==> config.mk <==
export PLATFORM = sky130hd
export DESIGN_NAME = wb_byte_master_flat
export DESIGN_NICKNAME = d
export VERILOG_FILES = /design/src/rtl/wb_byte_master_pkg.sv /design/src/rtl/wb_byte_master_if.sv /design/src/rtl/wb_byte_master.sv /design/src/flat_wrapper.sv
export SDC_FILE = /design/constraint.sdc
export NUM_CORES = 1
export LEC_CHECK = 0
export ABC_AREA = 1
export BUFFER_PORTS_ARGS = -buffer_cell sky130_fd_sc_hd__buf_4
export CAP_MARGIN = 20
export CORE_UTILIZATION = 50
export DETAILED_ROUTE_END_ITERATION = 10
export PLACE_DENSITY = 0.77
export SYNTH_ARGS = -nofsm -noshare
export SYNTH_HDL_FRONTEND = slang
export SYNTH_SLANG_ARGS = --single-unit
export TNS_END_PERCENT = 100
==> constraint.sdc <==
create_clock -name clk -period 1.7 [get_ports clk]
set_input_delay 0.34 -clock clk [delete_from_list [all_inputs] [get_ports clk]]
set_output_delay 0.34 -clock clk [all_outputs]
set_load 0.005 [all_outputs]
==> src/rtl/wb_byte_master_pkg.sv <==
// Shared types and constants for the byte-stream Wishbone initiator.
package wb_byte_master_pkg;

  typedef enum logic [2:0] {
    ST_IDLE     = 3'd0,
    ST_GET_ADDR = 3'd1,
    ST_GET_DATA = 3'd2,
    ST_BUS      = 3'd3,
    ST_RESP     = 3'd4
  } state_t;

  localparam logic [7:0] CMD_WRITE      = 8'h57;
  localparam logic [7:0] CMD_READ       = 8'h52;
  localparam logic [7:0] CMD_CLRERR     = 8'h43;
  localparam logic [7:0] STATUS_OK      = 8'h00;
  localparam logic [7:0] STATUS_TIMEOUT = 8'hEE;

endpackage

==> src/rtl/wb_byte_master_if.sv <==
// Command link, response link, Wishbone bus and status flags of wb_byte_master.
interface wb_byte_master_if;
  logic [7:0] rx_data;
  logic       rx_valid;
  logic       rx_ready;
  logic [7:0] tx_data;
  logic       tx_valid;
  logic       tx_ready;
  logic [7:0] wb_adr_o;
  logic [7:0] wb_dat_o;
  logic [7:0] wb_dat_i;
  logic       wb_we_o;
  logic       wb_cyc_o;
  logic       wb_stb_o;
  logic       wb_ack_i;
  logic       busy;
  logic       err_timeout;

  modport master (
    input  rx_data, rx_valid, tx_ready, wb_dat_i, wb_ack_i,
    output rx_ready, tx_data, tx_valid, wb_adr_o, wb_dat_o, wb_we_o,
           wb_cyc_o, wb_stb_o, busy, err_timeout
  );

  modport slave (
    output rx_data, rx_valid, tx_ready, wb_dat_i, wb_ack_i,
    input  rx_ready, tx_data, tx_valid, wb_adr_o, wb_dat_o, wb_we_o,
           wb_cyc_o, wb_stb_o, busy, err_timeout
  );
endinterface

==> src/rtl/wb_byte_master.sv <==
// Byte-command Wishbone initiator: parses write/read/clear-error commands, runs one
// classic single cycle with a saturating timeout, and streams back the response bytes.
module wb_byte_master
  import wb_byte_master_pkg::*;
#(
  parameter int unsigned TIMEOUT_CYCLES = 255
) (
  input  logic                  clk,
  input  logic                  rst_n,
  wb_byte_master_if.master      bus
);

  localparam logic [15:0] LP_LAST_CNT = 16'(TIMEOUT_CYCLES - 1);

  state_t      r_state;
  state_t      w_state_next;
  logic [7:0]  r_adr;
  logic [7:0]  r_dat;
  logic [7:0]  r_rdata;
  logic [7:0]  r_status;
  logic [7:0]  r_tx_data;
  logic        r_we;
  logic        r_tx_valid;
  logic        r_idx;
  logic        r_err;
  logic [15:0] r_cnt;

  logic        w_rx_ready;
  logic        w_rx_fire;
  logic        w_is_cmd;
  logic        w_expire;
  logic        w_last_byte;
  logic [7:0]  w_resp_byte;
  logic        w_in_bus;

  assign w_rx_ready  = (r_state == ST_IDLE) || (r_state == ST_GET_ADDR) ||
                       (r_state == ST_GET_DATA);
  assign w_rx_fire   = bus.rx_valid && w_rx_ready;
  assign w_is_cmd    = (bus.rx_data == CMD_WRITE) || (bus.rx_data == CMD_READ);
  assign w_expire    = (r_cnt == LP_LAST_CNT);
  // A write answers with status only; a read answers data then status.
  assign w_last_byte = r_we || r_idx;
  assign w_resp_byte = w_last_byte ? r_status : r_rdata;
  assign w_in_bus    = (r_state == ST_BUS);

  always_ff @(posedge clk or negedge rst_n) begin
    if (!rst_n) begin
      r_state <= ST_IDLE;
    end else begin
      r_state <= w_state_next;
    end
  end

  always_comb begin
    w_state_next = r_state;
    case (r_state)
      ST_IDLE:     if (w_rx_fire && w_is_cmd) w_state_next = ST_GET_ADDR;
      ST_GET_ADDR: if (w_rx_fire) w_state_next = r_we ? ST_GET_DATA : ST_BUS;
      ST_GET_DATA: if (w_rx_fire) w_state_next = ST_BUS;
      ST_BUS:      if (bus.wb_ack_i || w_expire) w_state_next = ST_RESP;
      ST_RESP:     if (r_tx_valid && bus.tx_ready && w_last_byte) w_state_next = ST_IDLE;
      default:     w_state_next = ST_IDLE;
    endcase
  end

  always_ff @(posedge clk or negedge rst_n) begin
    if (!rst_n) begin
      r_adr      <= '0;
      r_dat      <= '0;
      r_rdata    <= '0;
      r_status   <= '0;
      r_tx_data  <= '0;
      r_we       <= 1'b0;
      r_tx_valid <= 1'b0;
      r_idx      <= 1'b0;
      r_err      <= 1'b0;
      r_cnt      <= '0;
    end else begin
      // Holding the counter at zero outside BUS reloads it on every BUS entry.
      if (r_state != ST_BUS) r_cnt <= '0;
      case (r_state)
        ST_IDLE: begin
          if (w_rx_fire && w_is_cmd) r_we <= (bus.rx_data == CMD_WRITE);
          if (w_rx_fire && (bus.rx_data == CMD_CLRERR)) r_err <= 1'b0;
        end
        ST_GET_ADDR: if (w_rx_fire) r_adr <= bus.rx_data;
        ST_GET_DATA: if (w_rx_fire) r_dat <= bus.rx_data;
        ST_BUS: begin
          r_idx <= 1'b0;
          // Ack takes priority over a coincident expiry.
          if (bus.wb_ack_i) begin
            r_status <= STATUS_OK;
            r_rdata  <= bus.wb_dat_i;
          end else if (w_expire) begin
            r_status <= STATUS_TIMEOUT;
            r_rdata  <= 8'h00;
            r_err    <= 1'b1;
          end else if (r_cnt != 16'hFFFF) begin
            r_cnt <= r_cnt + 16'd1;
          end
        end
        ST_RESP: begin
          if (!r_tx_valid) begin
            r_tx_valid <= 1'b1;
            r_tx_data  <= w_resp_byte;
          end else if (bus.tx_ready) begin
            if (w_last_byte) begin
              r_tx_valid <= 1'b0;
            end else begin
              r_idx     <= 1'b1;
              r_tx_data <= r_status;
            end
          end
        end
        default: ;
      endcase
    end
  end

  assign bus.rx_ready    = w_rx_ready;
  assign bus.tx_data     = r_tx_data;
  assign bus.tx_valid    = r_tx_valid;
  assign bus.wb_adr_o    = r_adr;
  assign bus.wb_dat_o    = r_dat;
  assign bus.wb_we_o     = r_we && w_in_bus;
  assign bus.wb_cyc_o    = w_in_bus;
  assign bus.wb_stb_o    = w_in_bus;
  assign bus.busy        = (r_state != ST_IDLE);
  assign bus.err_timeout = r_err;

endmodule

==> src/flat_wrapper.sv <==
// flat-port wrapper written by rule: the top's interface ports become plain ports
module wb_byte_master_flat import wb_byte_master_pkg::*;
#(
  parameter int unsigned TIMEOUT_CYCLES = 255
)
  (clk, rst_n, bus_rx_data, bus_rx_valid, bus_tx_ready, bus_wb_dat_i, bus_wb_ack_i, bus_rx_ready, bus_tx_data, bus_tx_valid, bus_wb_adr_o, bus_wb_dat_o, bus_wb_we_o, bus_wb_cyc_o, bus_wb_stb_o, bus_busy, bus_err_timeout);
  wb_byte_master_if bus_i ();
  input  logic clk;
  input  logic rst_n;
  input wire logic [$bits(bus_i.rx_data)-1:0] bus_rx_data;
  input wire logic [$bits(bus_i.rx_valid)-1:0] bus_rx_valid;
  input wire logic [$bits(bus_i.tx_ready)-1:0] bus_tx_ready;
  input wire logic [$bits(bus_i.wb_dat_i)-1:0] bus_wb_dat_i;
  input wire logic [$bits(bus_i.wb_ack_i)-1:0] bus_wb_ack_i;
  output wire logic [$bits(bus_i.rx_ready)-1:0] bus_rx_ready;
  output wire logic [$bits(bus_i.tx_data)-1:0] bus_tx_data;
  output wire logic [$bits(bus_i.tx_valid)-1:0] bus_tx_valid;
  output wire logic [$bits(bus_i.wb_adr_o)-1:0] bus_wb_adr_o;
  output wire logic [$bits(bus_i.wb_dat_o)-1:0] bus_wb_dat_o;
  output wire logic [$bits(bus_i.wb_we_o)-1:0] bus_wb_we_o;
  output wire logic [$bits(bus_i.wb_cyc_o)-1:0] bus_wb_cyc_o;
  output wire logic [$bits(bus_i.wb_stb_o)-1:0] bus_wb_stb_o;
  output wire logic [$bits(bus_i.busy)-1:0] bus_busy;
  output wire logic [$bits(bus_i.err_timeout)-1:0] bus_err_timeout;
  assign bus_i.rx_data = bus_rx_data;
  assign bus_i.rx_valid = bus_rx_valid;
  assign bus_i.tx_ready = bus_tx_ready;
  assign bus_i.wb_dat_i = bus_wb_dat_i;
  assign bus_i.wb_ack_i = bus_wb_ack_i;
  assign bus_rx_ready = bus_i.rx_ready;
  assign bus_tx_data = bus_i.tx_data;
  assign bus_tx_valid = bus_i.tx_valid;
  assign bus_wb_adr_o = bus_i.wb_adr_o;
  assign bus_wb_dat_o = bus_i.wb_dat_o;
  assign bus_wb_we_o = bus_i.wb_we_o;
  assign bus_wb_cyc_o = bus_i.wb_cyc_o;
  assign bus_wb_stb_o = bus_i.wb_stb_o;
  assign bus_busy = bus_i.busy;
  assign bus_err_timeout = bus_i.err_timeout;
  wb_byte_master #(.TIMEOUT_CYCLES(TIMEOUT_CYCLES)) u_core (.clk(clk), .rst_n(rst_n), .bus(bus_i));
endmodule
==> results of run 1 <==
==> Yosys cell counts <==
library cell,n
sky130_fd_sc_hd__inv_2,4
sky130_fd_sc_hd__o21ai_1,2
sky130_fd_sc_hd__clkbuf_2,1
sky130_fd_sc_hd__o21a_1,1
sky130_fd_sc_hd__nand2_1,124
sky130_fd_sc_hd__nor2_2,4
sky130_fd_sc_hd__o211ai_1,5
sky130_fd_sc_hd__or2_2,1
sky130_fd_sc_hd__nor3_2,1
sky130_fd_sc_hd__dfrtp_1,56
sky130_fd_sc_hd__buf_6,2
sky130_fd_sc_hd__nand3_1,32
sky130_fd_sc_hd__ha_1,2
sky130_fd_sc_hd__o22ai_1,1
sky130_fd_sc_hd__nor3_4,1
sky130_fd_sc_hd__nor2_1,32
sky130_fd_sc_hd__nand2_4,2
sky130_fd_sc_hd__clkbuf_1,2
sky130_fd_sc_hd__nor2_4,4
sky130_fd_sc_hd__xor2_1,4
sky130_fd_sc_hd__nor3_1,2
sky130_fd_sc_hd__a21oi_1,6
sky130_fd_sc_hd__inv_1,33
sky130_fd_sc_hd__xnor2_1,4
sky130_fd_sc_hd__nand3_2,3
sky130_fd_sc_hd__buf_4,1
sky130_fd_sc_hd__buf_2,2
sky130_fd_sc_hd__nand4_1,6
sky130_fd_sc_hd__o21ai_0,36
sky130_fd_sc_hd__nand2_2,5
==> cells by family (layout without fill, tap and decap cells) <==
logic type | count (synthesis) | after routing
AO/OA/AOI/OAI | 51 | 51
XOR/XNOR | 8 | 8
adder cells (fa/ha/maj) | 2 | 2
buffers and inverters | 45 | 114
flip-flops | 56 | 56
AND/OR/NAND/NOR | 217 | 217
==> registers in the layout (all words and copies together) (netlist names) <==
name,flops
u_core.bus.err_timeout,1
u_core.bus.tx_data,8
u_core.bus.tx_valid,1
u_core.bus.wb_adr_o,8
u_core.bus.wb_dat_o,8
u_core.r_cnt,16
u_core.r_idx,1
u_core.r_rdata,8
u_core.r_state,3
u_core.r_status,1
u_core.r_we,1
==> per-layer routing <==
metal  vias to the layer above  GRT usage [%]
met2                        66           38.3
met4                         0           7.41
met1                      1261           29.9
met5                         -              0
met3                         7           3.37
li1                       1350              -
==> worst max-delay path, stage by stage, from the launching register on <==
cell                      delay, ps
sky130_fd_sc_hd__dfrtp_1        410
sky130_fd_sc_hd__inv_2           70
sky130_fd_sc_hd__nor2_4         150
sky130_fd_sc_hd__nand2_4         90
sky130_fd_sc_hd__buf_8          140
sky130_fd_sc_hd__nor2_4          80
sky130_fd_sc_hd__buf_6          100
==> through the flow <==
step	setup TNS, ps	cell area [µm²]	total power, mW	hold slack, ps
6_report	-1.78	3660	4.91	218
5_1_grt	-204	3660	5.30	212
4_1_cts	-22.5	3580	4.80	211
3_5_place_dp	0	3450	3.97	220
3_3_place_gp	0	3450	3.90	218
2_1_floorplan	0	2940	3.06	44.4
==> area by class of cell <==
cell class / count / area, µm²
fillers: 489 / 1920
flip-flops and latches: 56 / 1400
multi-input cells: 278 / 1370
repair buffers: 69 / 552
inverters: 37 / 146
well taps: 72 / 90.1
clock buffers: 5 / 68.8
clock inverters: 3 / 27.5
==> where the power goes <==
part           switching, mW  internal [mW]  total, mW  leakage, nW
clock                  0.474          0.304      0.778       0.0463
sequential             0.291           1.78       2.07        0.727
combinational           1.06           1.00       2.06         1.12
==> worst min-delay path by stage <==
stage / startpoint / end / slack, ps / depth (start not counted)
after floorplan: rst_n / u_core.bus.err_timeout / 40 / 0
after global placement: rst_n / u_core.bus.wb_adr_o[6] / 220 / 1
after detailed placement: rst_n / u_core.bus.wb_adr_o[7] / 220 / 1
after CTS: bus_wb_dat_i[7] / u_core.r_rdata[7] / 210 / 3
after global routing: bus_wb_dat_i[6] / u_core.r_rdata[6] / 210 / 3
final: bus_wb_dat_i[5] / u_core.r_rdata[5] / 220 / 3
==> timing repair <==
action | in CTS | in global routing
gates resized for setup | 6 | 12
hold endpoints to repair | 16 | 0
buffers inserted | 1 | 6
endpoints found under the setup margin | 3 | 15
hold buffers | 1 | 0
pin swaps | 0 | 2
==> results.txt, run 1 <==
* Worst slew slack as a fraction of its limit: approximately three quarters
* Worst vdd rail ir drop: 0.574 mV
* Netlist area before placement: around 0.0029 mm²
- The share of synthesized area in the top cell type comes to ~48%.
* Most common cell after layout, fill and taps aside: sky130_fd_sc_hd__nand2_1
- Once detail routing completed, the nets flagged for antenna violations numbered 0.
- Main combinational cell family by area after synthesis: simple AND/OR/NAND/NOR gates
* Final Worst Setup Slack: -1.78 ps
- Final weighted congestion of routability-driven global placement: 0.926
- The checks that failed: negative setup slack.
- Setup Skew: 11.2 ps
- Area of the core: roughly 0.0056 mm²
* R2r worst-path depth: 9
- The critical path starts at u_core.r_state[1].
* Vias per std cell: ~5.2
- PD cells: around 1300 mW/mm²
- Clock-pin slew was measured on the worst setup and hold paths at ~110 ps.
- From synthesis to final layout, the design area changed by 24.5%.
- Capture point of the critical path: bus_wb_we_o
- Worst flop-to-flop path endpoint: u_core.r_cnt[2]
- Initial core utilization: about 53%
- At the worst endpoint, the arrival time is roughly 1400 ps.
* Largest net degree at the start of global routing: 41
- In the synthesized netlist, mux cells make up 0% of the area.
- Largest cells by area after synthesis: sky130_fd_sc_hd__dfrtp_1 (48%), sky130_fd_sc_hd__nand2_1 (16%), sky130_fd_sc_hd__o21ai_0 (6.1%)
- The final layout contains 470 nets.
- During I/O placement, the number of pins put on the boundary was 52.
- Setup CP Type: register to output port
- Vert. Die Dim: slightly below 80 µm
- In the routed design, unresolved DRC markers number 0.
- For the worst-skew pair, the clock arrives at the later sink with an insertion delay of a little over 300 ps.
- Met3 Routed Length: roughly 330 µm
* Width of the die: slightly below 80 µm
* Flops & latches, synth: 56
- Synthesized-area fraction occupied by adder cells: less than 1%
- The detailed router finished its first iteration with roughly 190 violations.
- After detailed routing, the total wire length is 6540 µm.
* Layout cells sized above 1: 23.9%
- Before antenna repair, the detailed router went through 4 iterations.
- At the pin with the least slew margin, the transition time is approximately 380 ps.
- The worst setup path is captured at an output port.
- Timing would allow up to ~600 MHz.
- The longest clock path from root to sink contains 2 buffers.
* Outcome: finished, violations left
- The die covers around 0.0062 mm².
* Max-capacitance violation count: 0
- Wire length the detailed router placed on met1: approximately 2900 µm
- The worst register-to-register path begins at u_core.r_cnt[0].
- Post-synthesis share of cell area spent on xor and xnor gates: under 10%
* Vias in the first global route: between 2000 and 3000
- In this run the tool buffered the top-level ports with 51 buffer cells.
- Number of antenna violations at the first check in global routing: 0
- Fin crit share: 100%
- TritonCTS built the clock tree.
- The detailed router used layers up to and including met4.
- Wire length of the first global-routing pass: 11200 µm
- The tree is rooted in a sky130_fd_sc_hd__clkbuf_8.
- The H-tree was split into 2 levels.
- Sequential cells were found to cover a little under half of the synthesized design area.
- Count of distinct cell types in the synthesized netlist: 30
- In this run the static leakage power is roughly 1.9 nW.
- After technology mapping, the gate count stands at roughly 380.
* Layout Cells excl Fill: 520
- Fin crit period: 1700 ps
- At the worst endpoint, the required time is ~1400 ps.
- Summing over every cut layer, the via total after detailed routing is 2684.
- The final hold violation count is 0.
- Met2 Routed Length: 3280 µm
* Slack of the worst reg-to-reg path: between 100 and 150 ps
* Endpoints failing setup: 1
- Average wire length per cell after detail routing: 12.6 µm
- After floorplanning, the core was divided into 27 placement rows.
- The worst hold path belongs to the class input pin to register.
- Avg Cell Area, Syn: 7.75 µm²
* Count of final max-slew check failures: 0
- Global routing finished with a remaining overflow of 0.
- CTS saw 56 sinks.
- Measured on the finished design, the core utilization comes to 65.6%.
* Commonest cells after routing, fill and taps aside: sky130_fd_sc_hd__nand2_1 (124), sky130_fd_sc_hd__buf_4 (63), sky130_fd_sc_hd__dfrtp_1 (55)
* Inserted Clock Buffers: 5
- Synthesis produced a netlist with a net count of 402.
- Placement Setup Slack: between 60 and 70 ps
- Setup repair after global routing could not meet its margin everywhere.
- The repair_antennas step left the layout with diodes totalling 0.
* Total track usage: a little under a quarter
* Warnings from Yosys: 0
* Cell taking the most area after synthesis: sky130_fd_sc_hd__dfrtp_1
- Biggest fanout along the worst timing path: 3
- Detailed placement ended at an HPWL of between 4000 and 5000 µm.
- The synthesized netlist devotes 9.24% of its cell area to compound gates.
* Post-synthesis simple-gate area fraction: about a third
- Once placement completed, the tool counted placed cells totaling a little over 500.
* Crit start category: register
No activity file was read; power rests on OpenSTA's default activity.
==> run 2, diff against run 1 <==
- CORE_MARGIN: unset -> 8
==> results.txt, run 2 (synthesis gave the netlist of run 1 again) <==
* Wire length of the first global-routing pass: 11900 µm (+6.0%)
- The worst clock skew is 9.11 ps (-2.11 ps).
- Worst slew slack as a fraction of its limit: 74.3% (-0.53 points)
- Setup repair after global routing could not meet its margin everywhere.
- Residual overflow from global routing: 0 (unchanged)
- The met3 wire length was 329 µm (-0.60%).
- Sum of routed wire length over all layers: 7260 µm (+11%)
- Inserted Diodes: 0 (unchanged)
* Initial core utilization: 50.5% (-2.2 points)
* Number of antenna violations at the first check in global routing: 0 (unchanged)
* Largest register by flop count: u_core.r_cnt
- The clock period minus final worst setup slack is 1670 ps (-35.5 ps).
- The flip-flop count of the largest register, all copies and words added was 16 (unchanged).
- Library cell used as clock root buffer: sky130_fd_sc_hd__clkbuf_8
- STA classifies the critical path endpoint as an output port.
- For hold timing, the worst endpoint is u_core.r_rdata[7].
* Most common cell after layout, fill and taps aside: sky130_fd_sc_hd__nand2_1
* Largest net degree at the start of global routing: 30 (-27%)
- Vias per std cell: 5.09 (-1.4%)
* TritonCTS clock tree: yes
- After detailed routing, no signal wire sits above met4.
- The global-route usage over all layers is 16.8% (-5.9 points).
- Count of buffers inserted at the top-level ports: 51 (unchanged)
- Deepest level of the CTS H-tree: 2 (unchanged)
- Number of violations reported at the end of detailed-routing iteration 0: 143 (-24%)
* Synthesis-to-finish area growth: 24.4% (about the same)
- The count of final max-slew check failures is 0 (unchanged).
* Post-CTS clock slew at the launch and capture registers of the worst setup and hold paths: 100 ps (about the same)
- Worst flop-to-flop path endpoint: u_core.r_cnt[2]
- Vert. Die Dim: 92.7 µm (+18%)
- Remaining antenna violation count after routing: 0 (unchanged)
- STA classifies the critical path startpoint as a register.
- DRC violations left: 0 (unchanged)
- The clock network latency to the later pin of the worst-skew pair is 310 ps (about the same).
- Slew at the pin closest to its max-slew limit: 385 ps (+9.34 ps)
* Commonest cells after routing, fill and taps aside: sky130_fd_sc_hd__nand2_1 (124), sky130_fd_sc_hd__buf_4 (68), sky130_fd_sc_hd__dfrtp_1 (56)
- Final weighted congestion of routability-driven global placement: 0.933 (+0.77%)
* Top Ports: 52 (unchanged)
- Data required time at the worst endpoint: 1360 ps (about the same)
- Worst vdd rail ir drop: 0.702 mV (+22%)
- Signal arrival time at the worst endpoint: 1330 ps (-30 ps)
- Clock sinks: 56 (unchanged)
- The worst-case clock buffer depth is 2 (unchanged).
- Inserted Clock Buffers: 5 (unchanged)
* Fin util: 62.9% (-2.7 points)
* Post-DP HPWL: 5310 µm (+10%)
- Final Hold Viols: 0 (unchanged)
- The max-cap check violation count is 0 (unchanged).
- The highest attainable clock frequency is 600 MHz (+2.1%).
* Width of the die: 92.7 µm (+18%)
- Number of iterations in the first detailed-routing pass: 4 (unchanged)
- The total number of vias was 2678 (-0.22%).
* Average wire length per cell after detail routing: 13.8 µm (+9.7%)
- PD cells: 1350 mW/mm² (+0.81%)
- The instance count along the most critical hold path was 3 (unchanged).
* Wire length the detailed router placed on met1: 3150 µm (+10%)
* Fin crit share: 98.0% (-2.1 points)
- Layout net count: 473 (+0.64%)
* Total Power Consumption: 4.95 mW (+0.78%)
- Start point of the worst hold path: bus_wb_dat_i[7]
- Placement Rows: 28 (+3.7%)
- The cell count of the worst reg-to-reg path came to 9 (unchanged).
* Biggest fanout along the worst timing path: 3 (unchanged)
- Met2 Routed Length: 3650 µm (+11%)
- Leakage power total: 1.89 nW (+0.11%)
- Worst hold path class: input pin to register
- The critical path in this run is classified as register to output port.
- Outcome: finished, final reports clean
- Area of the die: 0.00859 mm² (+39%)
- Slack of the worst reg-to-reg path: 100 ps (-40 ps)
- Worst reg2reg startpoint: u_core.r_cnt[0]
- Area of the core: 0.00582 mm² (+4.3%)
- The setup-violating endpoint count in the final report is 0 (-1).
- Layout cells sized above 1: 24.2% (+0.28 points)
* Vias in the first global route: 2601 (+3.8%)
## run 2: how the worst max path moves through the flow
stage                                   to  depth (start not counted)              start
after global routing           bus_wb_we_o                          6  u_core.r_state[1]
after detailed placement  u_core.r_cnt[11]                         10    u_core.r_cnt[0]
after floorplan               bus_wb_stb_o                          5  u_core.r_state[2]
final                          bus_wb_we_o                          6  u_core.r_state[1]
after global placement     u_core.r_cnt[2]                          9    u_core.r_cnt[0]
after CTS                      bus_wb_we_o                          6  u_core.r_state[1]
## run 2: per-layer routing
metal	track usage [%]	vias to the layer above
li1	-	1363
met1	20.1	1247
met2	29.5	57
met3	3.56	11
met4	5.37	0
met5	0	-
## run 2: timing repair
action                                  in CTS  in global routing
endpoints found under the setup margin       2                 18
buffers inserted                             1                  7
pin swaps                                    0                  3
hold endpoints to repair                    27                  0
resized for setup                            3                  9
hold buffers                                 1                  0
## run 2: power by group
part	leakage, nW	switching [mW]	total (mW)	internal (mW)
sequential	0.728	0.302	2.08	1.78
combinational	1.12	1.11	2.13	1.02
clock	0.0414	0.441	0.735	0.294
total	1.89	1.85	4.95	3.09
## run 2: worst max-delay path: stages (launching register included)
cell,delay (ps)
sky130_fd_sc_hd__dfrtp_1,420
sky130_fd_sc_hd__inv_2,80
sky130_fd_sc_hd__nor2_4,130
sky130_fd_sc_hd__nand2_2,90
sky130_fd_sc_hd__buf_6,140
sky130_fd_sc_hd__nor2_4,70
sky130_fd_sc_hd__buf_6,90
## run 2: area by class of cell
cell class | instances | area, µm²
clock buffers | 6 | 72.6
flip-flops and latches | 56 | 1400
repair buffers | 72 | 563
inverters | 37 | 141
clock inverters | 2 | 16.3
multi-input cells | 278 | 1370
well taps | 75 | 93.8
fillers | 506 | 2160
## run 2: through the flow
step / hold slack [ps] / instance area (µm²) / std cells / setup slack [ps] / setup TNS [ps]
2_1_floorplan: 44.4 / 2940 / 379 / 256 / 0
3_3_place_gp: 282 / 3470 / 509 / 116 / 0
3_5_place_dp: 289 / 3470 / 509 / 67.0 / 0
4_1_cts: 224 / 3580 / 519 / 3.53 / 0
5_1_grt: 218 / 3660 / 526 / -42.3 / -92.3
6_report: 228 / 3660 / 526 / 33.7 / 0
==> run 3, diff against run 2 <==
- clock period: 1.7 -> 2 ns (I/O delays scaled with it)
==> results.txt, run 3 (synthesis gave the netlist of run 1 again) <==
* Outcome: finished, final reports clean
- Remaining antenna violation count after routing: 0 (unchanged)
- Final Hold Viols: 0 (unchanged)
- Subtracting the final worst setup slack from the clock period gives ~1900 ps.
* Final weighted congestion of routability-driven global placement: 0.863 (-7.4%)
* Setup CP Type: register to output port
* Fin util: 60.2% (-2.7 points)
- Setup repair after global routing missed its margin: false
* Setup TNS: 0 ps (unchanged)
* Worst slew slack as a fraction of its limit: 55.0% (-19 points)
* Ordered cell list for the critical path: nor2_4 -> nand2_2 -> inv_4 -> buf_4
- Fin crit share: 93.3%
- Biggest fanout along the worst timing path: 13 (+10)
- The highest ir drop seen on vdd came to 0.511 mV (-27%).
- Relative to the synthesized area, the layout overhead comes to 19.2%.
- The total number of vias was 2612 (-2.5%).
- Post-DP HPWL: 4980 µm (-6.2%)
* F_max: ~540 MHz
- Top cell family by delay on the critical path: flip-flops
- Slew at the pin closest to its max-slew limit: 675 ps (+290 ps)
- The number of detailed-route iterations in the first pass is 5 (+1).
- The post-placement cell area came to 0.00337 mm² (-2.7%).
* Top Ports: 52 (unchanged)
- Bufs and invs on worst path: 2 (-1)
* Area of the core: 0.00582 mm² (unchanged)
- Area of the die: 0.00859 mm² (unchanged)
* Inserted Diodes: 0 (unchanged)
- Data required time at the worst endpoint: 1600 ps (+240 ps)
- Crit start category: register
- TritonCTS clock tree: yes
- Commonest cells after routing, fill and taps aside: sky130_fd_sc_hd__nand2_1 (124), sky130_fd_sc_hd__dfrtp_1 (56), sky130_fd_sc_hd__buf_4 (52)
- Largest net degree at the start of global routing: 57 (+90%)
- The horizontal die dimension was 92.7 µm (unchanged).
- Max-capacitance violation count: 0 (unchanged)
- After detailed routing, no signal wire sits above met4.
* # placed instances: 498 (-2.2%)
- The share of post-route cells with drive strength above 1 came to 19.5% (-4.6 points).
- The worst-case clock buffer depth is 2 (unchanged).
* Layout Cells excl Fill: 505 (-4.0%)
- Clock sinks: 56 (unchanged)
* Deepest level of the CTS H-tree: 2 (unchanged)
- Layout net count: 453 (-4.2%)
* Most common cell after layout, fill and taps aside: sky130_fd_sc_hd__nand2_1
- The global-route usage over all layers was 16.5% (-0.32 points).
- Vias in the first global route: 2498 (-4.0%)
* Met3 Routed Length: 392 µm (+19%)
- Endpoints failing setup: 0 (unchanged)
- Residual overflow from global routing: 0 (unchanged)
- The number of core rows came to 28 (unchanged).
- Largest register FFs: 16 (unchanged)
* Leakage power total: 1.81 nW (-4.2%)
- Counting flops per register, the top entry is u_core.r_cnt.
* Signal arrival time at the worst endpoint: 1470 ps (+140 ps)
* Average wire length per cell after detail routing: 13.2 µm (-4.6%)
- The met1 routed wirelength after detailed routing is 2970 µm (-6.0%).
- Library cell used as clock root buffer: sky130_fd_sc_hd__clkbuf_8
- The worst clock skew is 4.94 ps (-4.17 ps).
- The routed length on met2 is 3200 µm (-12%).
* Number of violations reported at the end of detailed-routing iteration 0: 111 (-22%)
- Type of destination of the critical path: output port
* Hold buffer count at cts: 0 (-1)
* Area of all placed cells without fillers: 0.00350 mm² (-4.2%)
* Maximum single-stage delay on the critical path: 460 ps (+40 ps)
* Critical-path top delay cell: sky130_fd_sc_hd__dfrtp_1
- The path class of the tightest hold or removal check is input pin to async pin.
- The die span in y came to 92.7 µm (unchanged).
- The remaining design rule violation count came to 0 (unchanged).
- Count of buffers inserted at the top-level ports: 51 (unchanged)
* Post-CTS clock slew at the launch and capture registers of the worst setup and hold paths: 90 ps (about the same)
- Sum of routed wire length over all layers: 6650 µm (-8.4%)
- The post-detailed-route via-to-cell ratio is 5.17 (+1.6%).
* Number of antenna violations at the first check in global routing: 0 (unchanged)
* Initial core utilization: 50.5% (unchanged)
* Wire length of the first global-routing pass: 11700 µm (-1.7%)
* Inserted Clock Buffers: 5 (unchanged)
* PD cells: 1180 mW/mm² (-13%)
- Layout filler cell count: 541 (+6.9%)
- The clock network latency to the later pin of the worst-skew pair was 300 ps (about the same).
* Count of final max-slew check failures: 0 (unchanged)
==> run 3: cell types whose count changed in the layout (fill, tap and decap cells not counted) <==
cell	delta
sky130_fd_sc_hd__buf_12	-1
sky130_fd_sc_hd__inv_2	-3
sky130_fd_sc_hd__nor2_1	+3
sky130_fd_sc_hd__bufinv_16	+2
sky130_fd_sc_hd__dlygate4sd3_1	-1
sky130_fd_sc_hd__clkinv_4	-1
sky130_fd_sc_hd__clkinvlp_4	-1
sky130_fd_sc_hd__buf_6	-2
sky130_fd_sc_hd__clkbuf_1	-1
sky130_fd_sc_hd__nor2_4	-3
sky130_fd_sc_hd__inv_1	+3
sky130_fd_sc_hd__buf_4	-16
==> run 3: worst paths after layout <==
check,startpoint,end,slack [ps],cells after the start
worst max register to register,u_core.r_state[2],u_core.r_cnt[4],330,7
min in group clk,bus_wb_dat_i[3],u_core.r_rdata[3],290,3
worst min-delay path,rst_n,u_core.bus.wb_adr_o[2],140,1
worst min register to register,u_core.r_rdata[1],u_core.r_rdata[1],480,2
max in group asynchronous,rst_n,u_core.r_rdata[6],1420,1
worst max-delay path,u_core.r_state[2],bus_wb_cyc_o,130,4
==> run 3: layout make-up <==
type	instances	area [µm²]	share of cell area, %
sequential	56	1400	40.0
multi-input combinational	278	1350	38.4
timing repair buffer	52	390	11.1
inverter	37	141	4.04
tap	75	93.8	2.68
clock buffer	5	68.8	1.96
clock inverter	2	60.1	1.71
==> run 3: repair_timing <==
action,in CTS,in global routing
endpoints found under the hold margin,0,0
endpoints found under the setup margin,0,2
setup buffers,0,0
gates resized for setup,0,2
==> run 3: worst register-to-register path: stages, from the launching register on <==
cell and delay, ps:
sky130_fd_sc_hd__dfrtp_1 460, sky130_fd_sc_hd__nor2_4 180, sky130_fd_sc_hd__nand2_2 170, sky130_fd_sc_hd__inv_4 210
sky130_fd_sc_hd__nand3_2 140, sky130_fd_sc_hd__inv_2 220, sky130_fd_sc_hd__o21ai_0 150, sky130_fd_sc_hd__nand2_1 80
==> run 3: through the flow <==
stage / setup slack (ps) / hold slack, ps / power [mW]
global placement: 332 / 459 / 3.27
finish: 133 / 136 / 4.13
detailed placement: 301 / 462 / 3.32
CTS: 20.1 / 156 / 4.17
global route: 2.04 / 189 / 4.48
floorplan: 496 / 104 / 2.60
==> run 3: metal layers <==
| metal | vias up | GRT usage (%) |
|---|---|---|
| li1 | 1316 | - |
| met1 | 1218 | 21.0 |
| met2 | 70 | 26.9 |
| met3 | 8 | 3.56 |
| met4 | 0 | 6.17 |
| met5 | - | 0 |
==> run 3: where the power goes <==
| part | internal [mW] | switching, mW | total [mW] |
|---|---|---|---|
| logic | 0.679 | 0.859 | 1.54 |
| registers | 1.51 | 0.244 | 1.75 |
| clock network | 0.493 | 0.343 | 0.835 |
